[src/rtl/counter_down_reload.sv]
// Loadable down-counter with valid/ready load, borrow-out and optional auto-reload.
// Counts load_val..0 on enabled cycles, then idles (done pulse) or reloads.
module counter_down_reload #(
   parameter int DW = 8
) (
   input  logic          clk,
   input  logic          rst,
   input  logic          load_valid,
   output logic          load_ready,
   input  logic [DW-1:0] load_val,
   input  logic          load_auto,
   input  logic          en,
   input  logic          abort,
   output logic [DW-1:0] cnt,
   output logic          busy,
   output logic          bo,
   output logic          done
);

   typedef enum logic {
      S_IDLE,
      S_RUN
   } state_t;

   state_t        r_state;
   state_t        w_state_nxt;
   logic [DW-1:0] r_cnt;
   logic [DW-1:0] w_cnt_nxt;
   logic [DW-1:0] r_reload;
   logic [DW-1:0] w_reload_nxt;
   logic          r_auto;
   logic          w_auto_nxt;
   logic          r_done;
   logic          w_done_nxt;
   logic          w_zero;
   logic          w_term;

   assign w_zero     = (r_cnt == '0);
   // Terminal cycle is cancelled by abort or reset.
   assign w_term     = (r_state == S_RUN) & en & w_zero & ~abort & ~rst;
   assign load_ready = (r_state == S_IDLE) & ~abort & ~rst;
   assign cnt        = r_cnt;
   assign busy       = (r_state == S_RUN);
   assign bo         = w_term;
   assign done       = r_done;

   always_comb begin
      w_state_nxt  = r_state;
      w_cnt_nxt    = r_cnt;
      w_reload_nxt = r_reload;
      w_auto_nxt   = r_auto;
      w_done_nxt   = 1'b0;
      if (abort) begin
         if (r_state == S_RUN) begin
            w_state_nxt = S_IDLE;
            w_cnt_nxt   = '0;
         end
      end else begin
         unique case (r_state)
            S_IDLE: begin
               if (load_valid) begin
                  w_state_nxt  = S_RUN;
                  w_cnt_nxt    = load_val;
                  w_reload_nxt = load_val;
                  w_auto_nxt   = load_auto;
               end
            end
            S_RUN: begin
               if (en) begin
                  if (!w_zero) begin
                     w_cnt_nxt = r_cnt - 1'b1;
                  end else if (r_auto) begin
                     w_cnt_nxt = r_reload;
                  end else begin
                     w_state_nxt = S_IDLE;
                     w_done_nxt  = 1'b1;
                  end
               end
            end
            default: w_state_nxt = S_IDLE;
         endcase
      end
   end

   always_ff @(posedge clk) begin
      if (rst) begin
         r_state  <= S_IDLE;
         r_cnt    <= '0;
         r_reload <= '0;
         r_auto   <= 1'b0;
         r_done   <= 1'b0;
      end else begin
         r_state  <= w_state_nxt;
         r_cnt    <= w_cnt_nxt;
         r_reload <= w_reload_nxt;
         r_auto   <= w_auto_nxt;
         r_done   <= w_done_nxt;
      end
   end

endmodule

[config.mk]
export PLATFORM = sky130hd
export DESIGN_NAME = counter_down_reload
export DESIGN_NICKNAME = d
export VERILOG_FILES = /design/src/rtl/counter_down_reload.sv
export SDC_FILE = /design/constraint.sdc
export NUM_CORES = 1
export LEC_CHECK = 0
export ABC_CLOCK_PERIOD_IN_PS = 2100
export BUFFER_PORTS_ARGS = -buffer_cell sky130_fd_sc_hd__buf_4
export CAP_MARGIN = 10
export CORE_AREA = 2 2 48 50
export CTS_BUF_LIST = sky130_fd_sc_hd__clkbuf_4 sky130_fd_sc_hd__clkbuf_8
export DETAILED_ROUTE_END_ITERATION = 7
export DIE_AREA = 0 0 50 52
export HOLD_SLACK_MARGIN = 0.08
export MAX_ROUTING_LAYER = met4
export PLACE_DENSITY = 0.78
export SLEW_MARGIN = 20
export SYNTH_ARGS = -nofsm -noshare
export SYNTH_HDL_FRONTEND = slang
export SYNTH_SLANG_ARGS = --single-unit
[constraint.sdc]
create_clock -name clk -period 2.1 [get_ports clk]
set_clock_uncertainty 0.1 [all_clocks]
set_input_delay 0.105 -clock clk [delete_from_list [all_inputs] [get_ports clk]]
set_output_delay 0.105 -clock clk [all_outputs]
set_load 0.1 [all_outputs]
==> flow_summary_export.csv <==
group,metric,value,unit
logic_synthesis,synthAdderAreaFrac,0.0231,
logic_synthesis,synth_ff_type,"dfxtp_1",
power,power_density,607,nW/um^2
worst_setup_path,path_cells,"inv_1 -> ha_1 -> nor3b_4 -> nand2_2 -> nor2_4 -> buf_6",
logic_synthesis,ys.warnings.count,0,
sta,worst_slack,0.123,ns
logic_synthesis,synth_top_cell_area_share,0.352,
global_routing,antenna_found_initial,0,
routing,first_pass_iters,4,
clocking,clk_latency,0.30,ns
hold_path,worstHoldPathType,"input port to flop",
power,ir_worst_vdd,0.000493,V
logic_synthesis,synthArstFlopShare,0,
logic_synthesis,synth_compound_area_frac,0.218,
sta,max_slew_margin,0.726,
sta,rsz0062_at_grt,"no",
placed_design,hpwl,1970,um
global_routing,grt-ovfl-total,0,
routing,viasPerCell,5.77,
logic_synthesis,ys_top_cells_by_area,"dfxtp_1, mux2i_1, nor2_1, a32o_1, ha_1",
status,status,"finished, final reports clean",
sta,clock.fmax,506,MHz
clocking,cts_sinks,19,
placed_design,dp_cells,166,
routing,antenna_left,0,
worst_setup_path,worstPathArrival,1.77,ns
power,leakagePower,0.693,nW
logic_synthesis,synth_cell_types,39,
die,dieArea,2600,um^2
die,core_area,2110,um^2
cells_and_area,stdcell_count,194,
clocking,h-tree-depth,1,
routing,wire_per_inst,15.7,um
clocking,cts_made_buffers,3,
global_routing,grt_max_degree,26,
worst_setup_path,startpoint_type,"flop",
logic_synthesis,synth_common_cells,"dfxtp_1, nor2_1, mux2i_1",
worst_setup_path,critPathCaptureType,"output port",
die,io_pins,26,
global_routing,grt_pass1_vias,1065,
cells_and_area,final_layout_size_suffix_gt1_frac,0.370,
job,maxCapViolations,0,
global_routing,grt_pass1_wl,4930,um
worst_setup_path,crit_buf_inv,2,
logic_synthesis,synth_area_per_cell,9.65,um^2
logic_synthesis,syn_area,1080,um^2
cells_and_area,nNetsFinal,182,
clocking,clock_path_buffers,2,
worst_setup_path,worstPathRequired,1.89,ns
die,start_util,0.513,
cells_and_area,fillerInstances,130,
worst_setup_path,cpPeakStageDelay,0.39,ns
routing,vias,1119,
routing,drt-total-wl,3050,um
placed_design,routabilityCongestion,0.897,
logic_synthesis,synth_simple_gate_area_frac,0.236,
global_routing,grt_use_total,0.253,
logic_synthesis,ys_seq_area_frac,0.352,
logic_synthesis,synth-seq-cells,19,
sta,final_hold_viol_count,0,
routing,drt_iter0_drc,29,
logic_synthesis,mappedNetlistNets,128,
worst_setup_path,cp_slowest_cell,"dfxtp_4",
clocking,clk_pin_slew,0.12,ns
sta,worst_slew_pin_slew,0.409,ns
routing,drc,0,
logic_synthesis,synth.mux.area_fraction,0.111,
die,die_x,50,um
sta,setup_viol,0,
sta,final.period_utilization,0.942,
die,row_count,17,
logic_synthesis,synth-xor-area-share,0.0243,
logic_synthesis,postSynthCellCount,112,
power,p_total,0.000988,W
clocking,cts-root-buf,"clkbuf_4",
clocking,cts_tree,"done",
sta,fin_crit,1.98,ns
logic_synthesis,yosys.area.top_type,"dfxtp_1",
worst_setup_path,crit_family,"simple AND/OR/NAND/NOR gates",
placed_design,pre_cts_slack,0.212,ns
placed_design,io_buffers,25,
worst_setup_path,path_max_fanout,7,
cells_and_area,syn2layout_area_growth,50.7,%
die,die_height,52,um
sta,fin_tns_setup,0,ns
worst_setup_path,crit_type,"flop to output port",
sta,drv_slew,0,
logic_synthesis,synth_top_family_by_area,"simple AND/OR/NAND/NOR gates",
logic_synthesis,synth_edf_count,0,
logic_synthesis,yosysMostFrequentCell,"dfxtp_1",
==> routing by layer <==
| layer | share of wire | track usage | vias to the layer above |
|---|---|---|---|
| met5 | 0 | - | - |
| met4 | 0.012 | 0.125 | 0 |
| met3 | 0.041 | 0.0259 | 4 |
| met2 | 0.50 | 0.395 | 36 |
| met1 | 0.44 | 0.327 | 544 |
| li1 | - | - | 535 |
==> flip-flops by register name, indices dropped and copies added, names as in the netlist <==
signal	count
cnt	8
r_reload	8
done	1
busy	1
r_auto	1
==> worst register-to-register path, stage by stage, from the launching register on <==
cell	delay, ns
dfxtp_4	0.46
nor3b_2	0.26
buf_2	0.22
mux2i_1	0.21
nor2_1	0.06
dlygate4sd3_1	0.56
==> repair_timing <==
| item | in CTS | in global routing |
|---|---|---|
| hold buffers | 21 | 0 |
| resized for setup | 0 | 4 |
| buffers inserted | 0 | 1 |
| endpoints found under the setup margin | 0 | 4 |
| hold endpoints to repair | 14 | 0 |
==> final cells by class <==
type                            instances  area (um^2)  share of cell area
Antenna cell                            1         2.50             0.00154
Clock buffer                            3         22.5              0.0138
Clock inverter                          1         5.00             0.00307
Inverter                                3         11.3             0.00691
Multi-Input combinational cell         85          694               0.426
Sequential cell                        19          399               0.245
Tap cell                               28         35.0              0.0215
Timing Repair Buffer                   54          459               0.282
==> through the flow <==
step                      area (um^2)  hold slack, ns  utilization
after global routing             1630           0.169        0.772
final                            1630           0.156        0.774
after detailed placement         1370           0.213        0.648
after floorplan                  1130          0.0948            -
after global placement           1370           0.212        0.648
after CTS                        1600           0.131        0.761
==> layout by cell type (no fill, tap or decap), types with 2 or more instances in the layout <==
| cell type | netlist | final |
|---|---|---|
| a22o_2 | 2 | 2 |
| a31oi_1 | 3 | 3 |
| a32o_1 | 4 | 4 |
| a41o_1 | 2 | 2 |
| buf_4 | 0 | 31 |
| clkbuf_4 | 0 | 3 |
| dfxtp_1 | 19 | 10 |
| dfxtp_2 | 0 | 6 |
| dfxtp_4 | 0 | 3 |
| dlygate4sd3_1 | 0 | 21 |
| ha_1 | 2 | 2 |
| inv_1 | 3 | 3 |
| mux2i_1 | 12 | 12 |
| nand2_1 | 3 | 2 |
| nand3_1 | 3 | 3 |
| nand4_1 | 3 | 3 |
| nor2_1 | 14 | 13 |
| nor2b_1 | 4 | 4 |
| nor3_4 | 1 | 2 |
| o211ai_1 | 2 | 2 |
| o21ai_0 | 3 | 3 |
| o2bb2ai_1 | 2 | 2 |
| o311ai_0 | 2 | 2 |
| or2_2 | 3 | 3 |
| or4_1 | 2 | 2 |
| xor2_1 | 2 | 2 |
==> worst paths after layout <==
path	slack (ns)	start	cells after the start	to
setup / recovery	0.12	cnt[1]$_SDFFE_PP0P_	6	bo
hold / removal	0.16	rst	4	busy$_SDFF_PP0_
setup reg to reg	0.15	busy$_SDFF_PP0_	5	r_reload[0]$_SDFFE_PP0P_
hold reg to reg	0.37	r_auto$_SDFFE_PP0P_	1	done$_SDFF_PP0_
==> report_power, final <==
group          switching [W]  leakage, nW  internal [W]
clock network       0.000123       0.0177     0.0000709
registers          0.0000311        0.160      0.000380
logic               0.000226        0.516      0.000157
total               0.000380        0.693      0.000609
==> kinds of logic after synthesis <==
group	Yosys count
adder cells (fa/ha/maj)	2
buffers and inverters	8
AND/OR/NAND/NOR	42
multiplexers	12
AO/OA/AOI/OAI	26
flip-flops	19
XOR/XNOR	3
(Power assumes the default switching activity.)
